[config.mk]
export PLATFORM = sky130hd
export DESIGN_NAME = jpeg_quant_zigzag
export DESIGN_NICKNAME = d
export VERILOG_FILES = /design/src/rtl/jpeg_pkg.sv /design/src/rtl/jpeg_quant_mul.sv /design/src/rtl/jpeg_quant_zigzag.sv
export SDC_FILE = /design/constraint.sdc
export NUM_CORES = 1
export LEC_CHECK = 0
export CORE_UTILIZATION = 53
export CTS_CLUSTER_DIAMETER = 150
export CTS_CLUSTER_SIZE = 28
export DETAILED_ROUTE_END_ITERATION = 16
export PLACE_DENSITY_LB_ADDON = 0.05
export SYNTH_ARGS = -nofsm -noshare
export SYNTH_HDL_FRONTEND = slang
export SYNTH_HIERARCHICAL = 1
export SYNTH_SLANG_ARGS = --single-unit
[constraint.sdc]
create_clock -name clock -period 21.1 [get_ports clock]
set_input_delay 6.33 -clock clock [delete_from_list [all_inputs] [get_ports clock]]
set_output_delay 6.33 -clock clock [all_outputs]
set_load 0.02 [all_outputs]
[src/rtl/jpeg_pkg.sv]
// Shared constants for the JPEG quantize/zigzag stage: zigzag order, luminance
// quantization table, its Q16 reciprocals, default widths and the FSM state type.
package jpeg_pkg;

  localparam int unsigned DATA_W  = 8;
  localparam int unsigned RECIP_W = 17;
  localparam int unsigned FRAC_W  = 16;

  typedef enum logic [1:0] {StIdle, StRun, StDrain} state_e;

  // Natural (row-major) index visited at each zigzag position.
  localparam logic [5:0] ZZ_ORDER [0:63] = '{
    6'd0,  6'd1,  6'd8,  6'd16, 6'd9,  6'd2,  6'd3,  6'd10,
    6'd17, 6'd24, 6'd32, 6'd25, 6'd18, 6'd11, 6'd4,  6'd5,
    6'd12, 6'd19, 6'd26, 6'd33, 6'd40, 6'd48, 6'd41, 6'd34,
    6'd27, 6'd20, 6'd13, 6'd6,  6'd7,  6'd14, 6'd21, 6'd28,
    6'd35, 6'd42, 6'd49, 6'd56, 6'd57, 6'd50, 6'd43, 6'd36,
    6'd29, 6'd22, 6'd15, 6'd23, 6'd30, 6'd37, 6'd44, 6'd51,
    6'd58, 6'd59, 6'd52, 6'd45, 6'd38, 6'd31, 6'd39, 6'd46,
    6'd53, 6'd60, 6'd61, 6'd54, 6'd47, 6'd55, 6'd62, 6'd63
  };

  localparam logic [7:0] QTAB_LUMA [0:63] = '{
    8'd16, 8'd11, 8'd10, 8'd16, 8'd24,  8'd40,  8'd51,  8'd61,
    8'd12, 8'd12, 8'd14, 8'd19, 8'd26,  8'd58,  8'd60,  8'd55,
    8'd14, 8'd13, 8'd16, 8'd24, 8'd40,  8'd57,  8'd69,  8'd56,
    8'd14, 8'd17, 8'd22, 8'd29, 8'd51,  8'd87,  8'd80,  8'd62,
    8'd18, 8'd22, 8'd37, 8'd56, 8'd68,  8'd109, 8'd103, 8'd77,
    8'd24, 8'd35, 8'd55, 8'd64, 8'd81,  8'd104, 8'd113, 8'd92,
    8'd49, 8'd64, 8'd78, 8'd87, 8'd103, 8'd121, 8'd120, 8'd101,
    8'd72, 8'd92, 8'd95, 8'd98, 8'd112, 8'd100, 8'd103, 8'd99
  };

  // round(65536 / QTAB_LUMA[n])
  localparam logic [RECIP_W-1:0] QRECIP_LUMA [0:63] = '{
    17'd4096, 17'd5958, 17'd6554, 17'd4096, 17'd2731, 17'd1638, 17'd1285, 17'd1074,
    17'd5461, 17'd5461, 17'd4681, 17'd3449, 17'd2521, 17'd1130, 17'd1092, 17'd1192,
    17'd4681, 17'd5041, 17'd4096, 17'd2731, 17'd1638, 17'd1150, 17'd950,  17'd1170,
    17'd4681, 17'd3855, 17'd2979, 17'd2260, 17'd1285, 17'd753,  17'd819,  17'd1057,
    17'd3641, 17'd2979, 17'd1771, 17'd1170, 17'd964,  17'd601,  17'd636,  17'd851,
    17'd2731, 17'd1872, 17'd1192, 17'd1024, 17'd809,  17'd630,  17'd580,  17'd712,
    17'd1337, 17'd1024, 17'd840,  17'd753,  17'd636,  17'd542,  17'd546,  17'd649,
    17'd910,  17'd712,  17'd690,  17'd669,  17'd585,  17'd655,  17'd636,  17'd662
  };

endpackage

[src/rtl/jpeg_quant_mul.sv]
// Combinational sign-magnitude quantizer: q = sign(x) * round(|x| * r / 2^FracW),
// rounding half away from zero, saturated to the signed DataW range.
module jpeg_quant_mul #(
  parameter int unsigned DataW  = 8,
  parameter int unsigned RecipW = 17,
  parameter int unsigned FracW  = 16
) (
  input  logic signed [DataW-1:0]  x_i,
  input  logic        [RecipW-1:0] r_i,
  output logic signed [DataW-1:0]  q_o
);

  localparam int unsigned ProdW = DataW + 1 + RecipW;
  localparam logic [ProdW-1:0] Half   = ProdW'(1) << (FracW - 1);
  localparam logic [ProdW-1:0] PosMax = ProdW'((1 << (DataW - 1)) - 1);
  localparam logic [ProdW-1:0] NegMax = ProdW'(1 << (DataW - 1));

  logic             neg;
  logic [DataW:0]   x_ext;
  logic [DataW:0]   mag;
  logic [ProdW-1:0] prod;
  logic [ProdW-1:0] rnd;
  logic [ProdW-1:0] qmag;
  logic [DataW-1:0] qlow;

  always_comb begin
    neg   = x_i[DataW-1];
    // One extra bit so that |-2^(DataW-1)| is representable.
    x_ext = {x_i[DataW-1], x_i};
    mag   = neg ? -x_ext : x_ext;
    prod  = ProdW'(mag) * ProdW'(r_i);
    rnd   = prod + Half;
    qmag  = rnd >> FracW;
    qlow  = qmag[DataW-1:0];
    if (!neg) begin
      q_o = (qmag > PosMax) ? PosMax[DataW-1:0] : qlow;
    end else begin
      q_o = (qmag > NegMax) ? NegMax[DataW-1:0] : -qlow;
    end
  end

endmodule

[src/rtl/jpeg_quant_zigzag.sv]
// Captures an 8x8 DCT block, quantizes it against the luminance table and streams
// it out in zigzag order. Define JPEG_QUANT_BYPASS_EN to add the quant_bypass input.
module jpeg_quant_zigzag
  import jpeg_pkg::*;
(
  input  logic                     clock,
  input  logic                     reset_n,
  input  logic                     blk_valid,
  output logic                     blk_ready,
  input  logic signed [DATA_W-1:0] blk_data [0:63],
`ifdef JPEG_QUANT_BYPASS_EN
  input  logic                     quant_bypass,
`endif
  output logic                     coef_valid,
  input  logic                     coef_ready,
  output logic signed [DATA_W-1:0] coef_data,
  output logic [5:0]               coef_idx,
  output logic                     coef_last
);

  state_e                   state_q;
  logic [5:0]               zz_q;
  logic signed [DATA_W-1:0] buf_q [0:63];
  logic [5:0]               nat_idx;
  logic signed [DATA_W-1:0] x_sel;
  logic signed [DATA_W-1:0] q_mul;
  logic signed [DATA_W-1:0] beat_d;
  logic                     accept;

  assign accept  = (state_q == StIdle) && blk_valid;
  assign nat_idx = ZZ_ORDER[zz_q];
  assign x_sel   = buf_q[nat_idx];

  jpeg_quant_mul #(
    .DataW (DATA_W),
    .RecipW(RECIP_W),
    .FracW (FRAC_W)
  ) u_mul (
    .x_i(x_sel),
    .r_i(QRECIP_LUMA[nat_idx]),
    .q_o(q_mul)
  );

  // Block buffer needs no reset: it is only read after a capture.
  always_ff @(posedge clock) begin
    if (accept) begin
      buf_q <= blk_data;
    end
  end

`ifdef JPEG_QUANT_BYPASS_EN
  logic bypass_q;

  always_ff @(posedge clock) begin
    if (!reset_n) begin
      bypass_q <= 1'b0;
    end else if (accept) begin
      bypass_q <= quant_bypass;
    end
  end

  assign beat_d = bypass_q ? x_sel : q_mul;
`else
  assign beat_d = q_mul;
`endif

  always_ff @(posedge clock) begin
    if (!reset_n) begin
      state_q    <= StIdle;
      blk_ready  <= 1'b1;
      coef_valid <= 1'b0;
      coef_data  <= '0;
      coef_idx   <= '0;
      coef_last  <= 1'b0;
      zz_q       <= '0;
    end else begin
      unique case (state_q)
        StIdle: begin
          if (blk_valid) begin
            state_q   <= StRun;
            blk_ready <= 1'b0;
            zz_q      <= '0;
          end
        end
        StRun: begin
          // Beat register loads when empty or being consumed this cycle.
          if (!coef_valid || coef_ready) begin
            coef_valid <= 1'b1;
            coef_data  <= beat_d;
            coef_idx   <= zz_q;
            coef_last  <= (zz_q == 6'd63);
            zz_q       <= zz_q + 6'd1;
            if (zz_q == 6'd63) begin
              state_q <= StDrain;
            end
          end
        end
        StDrain: begin
          if (coef_ready) begin
            coef_valid <= 1'b0;
            blk_ready  <= 1'b1;
            state_q    <= StIdle;
          end
        end
        default: state_q <= StIdle;
      endcase
    end
  end

endmodule
# Word-level counts from Yosys, hierarchy flattened
# Memories as Yosys holds them, arrays and structs flattened.
# Index checks and enable logic that the tools add are counted.
[classes]
n_addsub = 4
mul = 1
n_lt_le_gt_ge = 4
n_eq_ne = 7
muxes = 25
bitwise = 2
reduce_logical = 12
[op_table]
columns = ["operator", "count"]
rows = [
  ["binary-select mux 8 bit (select 6 bit)", 1],
  ["2-to-1 mux 8 bit", 5],
  ["2-to-1 mux 17 bit", 2],
  ["adder 26 x 16 -> 26 bit, second input constant", 1],
  ["multiplier 9 x 17 -> 26 bit", 1],
  ["2-to-1 mux 6 bit", 4],
  [">= comparator 7 bit, second input constant", 2],
  ["NOT 6 -> 7 bit", 2],
  ["case mux 6 bit (2 select lines)", 1],
  ["> comparator 10 x 7 -> 1 bit, second input constant", 1],
  ["> comparator 10 x 8 -> 1 bit, second input constant", 1],
  ["2-to-1 mux 9 bit", 1],
  ["negator 9 bit", 1],
  ["AND reduction 3 bit", 3],
  ["2-to-1 mux 2 bit", 4],
  ["!= test 2 bit, second input constant", 4],
  ["negator 8 bit", 1],
  ["adder 6 x 1 -> 6 bit, second input constant", 1],
  ["equality test 6 bit, second input constant", 1],
  ["case mux 2 bit (3 select lines)", 1],
  ["nonzero test 2 bit", 3],
  ["2-to-1 mux 1 bit", 4],
  ["case mux 1 bit (2 select lines)", 2],
  ["AND reduction 4 bit", 1],
  ["7 further kinds", 7],
]
[totals]
ff_bits = 537
mem_bits_ro = 1472
inputBits = 516
out_inout_bits = 17
wordCells = 128
n_memories = 2
[mem_list]
columns = ["name", "words", "word_bits", "read_ports", "rd_ports_with_merged_regs", "write_ports", "line_no", "text"]
rows = [
  ["(name not given)", 64, 17, 1, 0, 0, "jpeg_quant_zigzag.sv:40", ".r_i(QRECIP_LUMA[nat_idx]),"],
  ["(name not given)", 64, 6, 1, 0, 0, "jpeg_quant_zigzag.sv:31", "assign nat_idx = ZZ_ORDER[zz_q];"],
]

# Longest topological paths before layout
# Gate-level depths: netlist of the first run.
[logic_depth]
word_depth = 15
ltp_mapped = 46
mapped_depth_nobuf = 41

# Hierarchy
# The synthesis of the first run kept the hierarchy.
[modules_own_cells]
columns = ["module", "n_inst", "cells_per_inst", "area_each_um2"]
rows = [
  ["jpeg_quant_zigzag", 1, 1791, 23078.4],
  ["jpeg_quant_mul", 1, 586, 5177.5],
]

# Least setup slack after synthesis of the first run
# Ideal clock, no wire load.
[synth_path]
kind = "in2reg"
from = "in blk_valid"
to = "reg zz_q[0]"
setup_ps = 66
arrival_time_ps = 18157
path_slack_ps = 2877
path_stages = 7
cell_sequence = "nand2_1 > or2_2 > inv_1 > nor2_1 > nor3_1 > a21oi_1 > nor2b_1"
[synth_between]
elab_chain_cells = 2
[synth_rtl]
columns = ["element", "line_no", "text"]
rows = [
  ["from (decl)", "jpeg_quant_zigzag.sv:8", "input logic blk_valid,"],
  ["!= test 2 bit (no line)", "-", ""],
  ["AND reduction 3 bit (no line)", "-", ""],
  ["to (signal assigned)", "jpeg_quant_zigzag.sv:92", "zz_q <= zz_q + 6'd1;"],
  ["to (decl)", "jpeg_quant_zigzag.sv:22", "logic [5:0] zz_q;"],
]
# No other way between the ends.
# A chain may end at the register's enable or synchronous reset.

# Worst setup path after layout of the first run
[layout_path]
from = "reg zz_q[0]"
to = "reg coef_data[5]"
[layout_between]
elab_chain_cells = 15
[layout_rtl]
columns = ["element", "line_no", "text"]
rows = [
  ["NOT 6 -> 7 bit (implied by the code) *", "jpeg_quant_zigzag.sv:31", ""],
  ["memory (64 x 6 bit) *", "-", ""],
  ["2-to-1 mux 6 bit (implied by the code) * (2 in series)", "jpeg_quant_zigzag.sv:31", ""],
  ["NOT 6 -> 7 bit (implied by the code) *", "jpeg_quant_zigzag.sv:32", "assign x_sel = buf_q[nat_idx];"],
  ["binary-select mux 8 bit (select 6 bit) *", "jpeg_quant_zigzag.sv:32", ""],
  ["2-to-1 mux 8 bit (implied by the code) * (2 in series)", "jpeg_quant_zigzag.sv:32", ""],
  ["net x_sel[0]", "jpeg_quant_zigzag.sv:25", "logic signed [DATA_W-1:0] x_sel;"],
  ["negator 9 bit", "jpeg_quant_mul.sv:30", "mag = neg ? -x_ext : x_ext;"],
  ["2-to-1 mux 9 bit *", "jpeg_quant_mul.sv:30", ""],
  ["multiplier 9 x 17 -> 26 bit *", "jpeg_quant_mul.sv:31", "prod = ProdW'(mag) * ProdW'(r_i);"],
  ["adder 26 x 16 -> 26 bit *", "jpeg_quant_mul.sv:32", "rnd = prod + Half;"],
  ["negator 8 bit, or another cell as far along", "jpeg_quant_mul.sv:38", "q_o = (qmag > NegMax) ? NegMax[DataW-1:0] : -qlow;"],
  ["2-to-1 mux 8 bit (on tied branches)", "jpeg_quant_mul.sv:38, jpeg_quant_mul.sv:36", ""],
  ["2-to-1 mux 8 bit *", "jpeg_quant_mul.sv:35", "if (!neg) begin"],
  ["net beat_d[5]", "jpeg_quant_zigzag.sv:27", "logic signed [DATA_W-1:0] beat_d;"],
  ["to (signal assigned)", "jpeg_quant_zigzag.sv:89", "coef_data <= beat_d;"],
  ["to (decl)", "jpeg_quant_zigzag.sv:16", "output logic signed [DATA_W-1:0] coef_data,"],
]
# The timed path passes the listed nets; every way through them passes the cells marked *. The select of a mux whose other input is x is not followed.

==> impl_metrics.yaml, run 1 <==
power_and_ir_drop:
  power_frac_seq_pct: 40.5
  p_per_area_nw_per_um2: 89.8
  combPwrFrac_pct: 42.3
  internal_power_w: 0.00199
  clockPowerShare_pct: 17.2
  vdd_ir_drop_max_mv: 0.125
  p_switching_w: 0.00115
  power_switching_share_pct: 36.5
  power.leakage_nw: 13.4
timing:
  fin_skew_ps: 19.9
  fin_crit_ps: 12860
  setup_viol: 0
  setup_tns_ps: 0
  tightest_slew_ps: 1220
  slew_viol_final: 0
  hold_viol: 0
  grt_setup_unrepaired: "false"
  period_share_pct: 61.0
  max_slew_margin_pct: 17.6
  max_freq_mhz: 77.8
logic_synthesis:
  synth_mux_area_share_pct: 4.13
  synthTopCellsByCount: "edfxtp_1 (512), nand2_1 (495), nand3_1 (119)"
  synth-xor-area-share_pct: 0.558
  ys_async_sr_fraction_pct: 0
  synthSimpleGateAreaFrac_pct: 14.1
  synth_seq_cells: 537
  ys.warnings.count: 6
  ys_types: 87
  seq_area_frac_synth_pct: 56.2
  avgSynthCellArea_sq_um: 11.9
  synth_fa_ha_area_share_pct: 11.2
  syn_area_sq_um: 28300
  synth_top_family_by_area: "simple AND/OR/NAND/NOR gates"
  synth_ff_type: "edfxtp_1"
  yosysMostFrequentCell: "edfxtp_1"
  yosysTopAreaCell: "edfxtp_1"
  synth_top_area_share_pct: 54.4
  ys_top_cells_by_area: "edfxtp_1 (54%), fa_1 (7.4%), nand2_1 (6.6%)"
  synth_compound_area_share_pct: 9.84
  synth_edf_count: 512
  synthCells: 2377
setup_path:
  reg2reg_slack_ps: 8240
  path_class: "flop to flop"
  cp_max_fo: 144
  slowest_stage: "dfxtp_1"
  cpMostUsedCell: "fa_1"
  startpoint_type: "flop"
  cp.required_ps: 21640
  cpPeakStageDelay_ps: 750
  cp-end-kind: "flop"
  arrival_ps: 13400
floorplan:
  die_w_microns: 233
  core_sq_um: 52700
  rows: 84
  die_height_microns: 233
  io_pins: 533
  initial_core_util_pct: 53.7
  die_area_sq_um: 54200
clock_network:
  clk_pin_slew_worst_paths_ps: 110
  post_cts_resized: 0
  clkLatencyLatePin_ps: 610
  holdBufCountCts: 0
  cts_tree: "built"
  cts_buffer_depth: 3
  cts_setup_buffers: 0
  cts_root_buffer: "clkbuf_16"
  clock-sinks: 537
  cts_buffers: 23
  h-tree-depth: 1
status:
  status: "completed"
placed_design:
  placed_cell_area_sq_um: 34200
  dp_hpwl_microns: 68100
  place_congestion: 0.914
  port-buffer-count: 532
layout:
  final_util_pct: 66.4
  regArea_sq_um: 15900
  drive_above_1_share_pct: 3.39
  layout.nets: 3588
  syn2layout_area_growth_pct: 23.7
  multi_input_area_sq_um: 11500
  num-fill-cells: 3954
  final_cell_area_sq_um: 34900
route:
  postRouteAntennaNets: 0
  wl_per_cell_microns: 25.2
  via_count: 21259
  firstDrtPassIters: 7
  avgViaCountPerCell: 5.90
  drt_iter0_drc: 2014
  drcViolationCount: 0
  wl_microns: 90700
grt:
  grt_pass1_vias: 21341
  grt_pass1_wl_microns: 133000
  grt_usage_pct: 33.3
  overflow: 0
  antenna_found_initial: 42
  grt_max_degree: 146
min_path:
  hold_path_class: "flop to flop"
flow_run:
  maxCapViolCount: 0
power by group through the flow:
stage               clock network (W)  registers (W)  logic (W)
floorplan                           0        0.00132   0.000906
finish                       0.000539        0.00127    0.00133
detailed placement                  0        0.00130    0.00128
CTS                          0.000539        0.00127    0.00129
global placement                    0        0.00129    0.00127
global route                 0.000572        0.00128    0.00147
stage by stage:
| step | power (W) | worst slack, ps | std cells | hold slack, ps |
|---|---|---|---|---|
| 2_1_floorplan | 0.00223 | 2880 | 2423 | 461 |
| 3_3_place_gp | 0.00256 | 8820 | 3544 | 455 |
| 3_5_place_dp | 0.00258 | 8540 | 3544 | 464 |
| 4_1_cts | 0.00310 | 8460 | 3576 | 479 |
| 5_1_grt | 0.00332 | 7630 | 3601 | 504 |
| 6_report | 0.00314 | 8240 | 3605 | 478 |
cell usage in the layout (no fill, tap or decap), drive strengths merged, types with 18 or more instances in the layout:
cell type / netlist / final
o21ai: 62 / 62
nor2: 66 / 66
o22ai: 19 / 19
clkdlybuf4s50: 0 / 532
nand2: 495 / 495
and2: 48 / 48
and3: 20 / 20
ha: 86 / 86
mux2i: 105 / 105
dfxtp: 25 / 25
a21boi: 25 / 25
a32oi: 26 / 26
inv: 103 / 107
nand3: 120 / 120
a21oi: 75 / 75
diode: 0 / 29
conb: 3 / 49
nand2b: 18 / 18
fa: 105 / 105
nand4: 23 / 23
clkbuf: 54 / 29
a31oi: 29 / 29
buf: 83 / 38
a211oi: 24 / 24
nor2b: 36 / 36
o211ai: 18 / 18
edfxtp: 512 / 512
path summary, 6_finish.rpt:
check / start / endpoint / depth (start not counted)
setup reg to reg: zz_q[0] / coef_data[5] / 33
hold / removal: coef_idx[1] / coef_idx[1] / 2
setup / recovery: zz_q[0] / coef_data[5] / 33
hold reg to reg: coef_idx[1] / coef_idx[1] / 2
routing by layer:
layer | vias up | global-route usage, % | share of wire [%]
li1 | 9610 | - | -
met1 | 10502 | 43.0 | 38
met2 | 980 | 56.7 | 50
met3 | 141 | 6.07 | 8.1
met4 | 26 | 11.0 | 3.1
met5 | - | 0 | 0.18
state kept, by name (all words and copies together), names as in the netlist:
name / flops
coef_last: 1
coef_valid: 1
buf_q: 512
state_q: 2
coef_data: 8
blk_ready: 1
zz_q: 6
coef_idx: 6
cell type report:
class | count | area share [%]
sequential | 537 | 45.4
multi-input combinational | 1645 | 32.8
timing repair buffer | 570 | 16.1
tap | 688 | 2.46
clock buffer | 29 | 1.71
inverter | 104 | 1.17
antenna | 29 | 0.208
clock inverter | 3 | 0.129
cells by family after synthesis:
logic type | after synthesis
buffers and inverters | 241
xor gates and xnor gates | 18
muxes | 114
other | 3
adders and majority gates | 191
DFF | 537
AOI/OAI and AO/OA | 397
and+or+nand+nor | 876
worst max-delay path, delay by kind of cell, from the launching register on:
kind,cells,cell delay [ps]
buf+inv,4,1810
fa+ha+maj,7,3250
simple gates,9,3060
compound gates,11,3090
flops,1,750
xor+xnor,2,610
Power figures use the tool's default switching activity.
==> run 2: changes to the inputs <==
Settings changed: CORE_UTILIZATION 53 to 48.
Clock period 21.1 ns to 10.5 ns, I/O delays scaled along.
==> run 2 against run 1 <==
  * Core utilization down 4.2 points
  * Worst hold slack worse by 1.3 ps
  * Highest routed layer unchanged
  * Wire length increased by 3.2%
  * Worst setup slack worse by 7700 ps
==> impl_metrics.yaml, run 2 (synthesis gave the netlist of run 1 again) <==
status:
  status: "completed"
placed_design:
  placed_cell_area_sq_um: 35200
  dp_hpwl_microns: 73000
  place_congestion: 0.973
  port-buffer-count: 532
  pre_cts_ws_ps: 112
  placed_cells: 3714
layout:
  largest_reg_flops: 512
  syn2layout_area_growth_pct: 27.4
  final_common_cell: "clkdlybuf4s50_1"
  layout_common_cells: "clkdlybuf4s50_1 (532), edfxtp_1 (512), nand2_1 (491)"
  reg_top3: "buf_q (512), coef_data (8)"
  drive_above_1_share_pct: 7.21
  fin_cells: 3762
  regMostFlops: "buf_q"
  layout.nets: 3683
  final_cell_area_sq_um: 36000
  num-fill-cells: 4678
setup_path:
  ff2ff_path_depth: 39
  cp.required_ps: 11040
  slowest_stage: "fa_1"
  cp_max_fo: 32
  cp-end-kind: "flop"
  startpoint_type: "flop"
  r2r-end: "coef_data[6]"
  crit_path_start: "zz_q[0]"
  arrival_ps: 10470
  cpPeakStageDelay_ps: 540
  path_class: "flop to flop"
  cpMostUsedCell: "buf_4"
  reg2reg_slack_ps: 570
  worstReg2RegStart: "zz_q[0]"
  endpoint: "coef_data[6]"
route:
  top_layer: "met5"
  wl_met3_microns: 6430
  via_count: 21465
  drt-met1-wl_microns: 37200
  postRouteAntennaNets: 0
  avgViaCountPerCell: 5.71
  drt_iter0_drc: 1839
  firstDrtPassIters: 5
  wl_per_cell_microns: 24.9
  wl_microns: 93700
  drcViolationCount: 0
  dr_wl_met2_microns: 46900
clock_network:
  cts_buffer_depth: 3
  h-tree-depth: 1
  cts_root_buffer: "clkbuf_16"
  holdBufCountCts: 0
  clock-sinks: 537
  clk_pin_slew_worst_paths_ps: 110
  cts_tree: "built"
  clkLatencyLatePin_ps: 610
  cts_buffers: 23
grt:
  grt_max_degree: 184
  antenna_found_initial: 22
  grt_usage_pct: 31.1
  grt_pass1_wl_microns: 138000
  grt_pass1_vias: 21820
  overflow: 0
power_and_ir_drop:
  p_switching_w: 0.00239
  power_switching_share_pct: 35.8
  p_per_area_nw_per_um2: 185
  internal_power_w: 0.00427
  power_frac_seq_pct: 38.4
  vdd_ir_drop_max_mv: 0.640
  combPwrFrac_pct: 45.6
  clockPowerShare_pct: 16.1
  power.leakage_nw: 13.9
floorplan:
  core_sq_um: 57900
  rows: 88
  die_height_microns: 245
  initial_core_util_pct: 48.8
  die_w_microns: 245
  die_area_sq_um: 59800
  io_pins: 533
timing:
  fin_skew_ps: 18.8
  max_slew_margin_pct: 22.5
  max_freq_mhz: 101
  setup_viol: 0
  setup_slack_ps: 570
  fin_crit_ps: 9930
  period_share_pct: 94.6
  slew_viol_final: 0
  hold_viol: 0
  tightest_slew_ps: 1150
  grt_setup_unrepaired: "false"
min_path:
  hold_path_class: "flop to flop"
flow_run:
  maxCapViolCount: 0
==> run 2: cell count changes in the layout (fill, tap and decap cells not counted), moves of 3 or more <==
cell	change
buf_12	+10
clkinv_8	+3
nor2_1	-4
diode_2	-15
buf_4	+82
nor2_2	+4
==> run 2: power by group through the flow <==
stage	combinational, W	clock, W	sequential [W]
after floorplan	0.00182	0	0.00264
final	0.00303	0.00107	0.00255
after CTS	0.00296	0.00108	0.00255
after global placement	0.00290	0	0.00260
after detailed placement	0.00294	0	0.00260
after global routing	0.00334	0.00115	0.00257
==> run 2: what timing repair did <==
action                                  CTS  global route
endpoints found under the setup margin    0             7
endpoints found under the hold margin     0             0
resized for setup                         0            34
setup buffers                             0             2
==> run 2: worst min path at each step <==
stage            startpoint           end  slack, ps  cells after the start
4_1_cts         coef_idx[5]   coef_idx[5]        480                      2
2_1_floorplan    state_q[1]    coef_valid        460                      1
3_5_place_dp    coef_idx[5]   coef_idx[5]        470                      2
3_3_place_gp    coef_idx[5]   coef_idx[5]        460                      2
6_report        coef_idx[5]   coef_idx[5]        480                      2
5_1_grt        coef_data[1]  coef_data[1]        510                      2
==> run 2: critical path, delay by kind of cell, from the launching register on <==
kind / cells / cell delay [ps]
buffers and inverters: 11 / 1790
AO/OA/AOI/OAI: 11 / 2350
flip-flops: 1 / 350
AND/OR/NAND/NOR: 9 / 2140
multiplexers: 1 / 120
adder cells (fa/ha/maj): 7 / 3000
==> run 2: area by class of cell <==
type	instances	area (sq um)	area share, %
flip-flops and latches	537	15900	44.1
multi-input cells	1645	11600	32.2
repair buffers	665	6490	18.0
well taps	765	957	2.66
clock buffers	29	598	1.66
inverters	104	412	1.14
clock inverters	3	52.6	0.146
diodes	14	35.0	0.0973
==> run 2: metal layers <==
layer	global-route usage (%)	vias up
met1	40.4	10654
met3	4.61	146
met4	9.47	16
met2	53.7	870
met5	0	-
li1	-	9779
==> run 2: metrics by stage <==
stage | setup TNS, ps | total power (W) | hold WS [ps] | util, %
finish | 0 | 0.00666 | 477 | 62.2
floorplan | -478550 | 0.00446 | 465 | -
detailed placement | 0 | 0.00555 | 468 | 60.7
global placement | 0 | 0.00550 | 459 | 60.7
global route | 0 | 0.00706 | 511 | 62.2
CTS | 0 | 0.00660 | 483 | 61.8
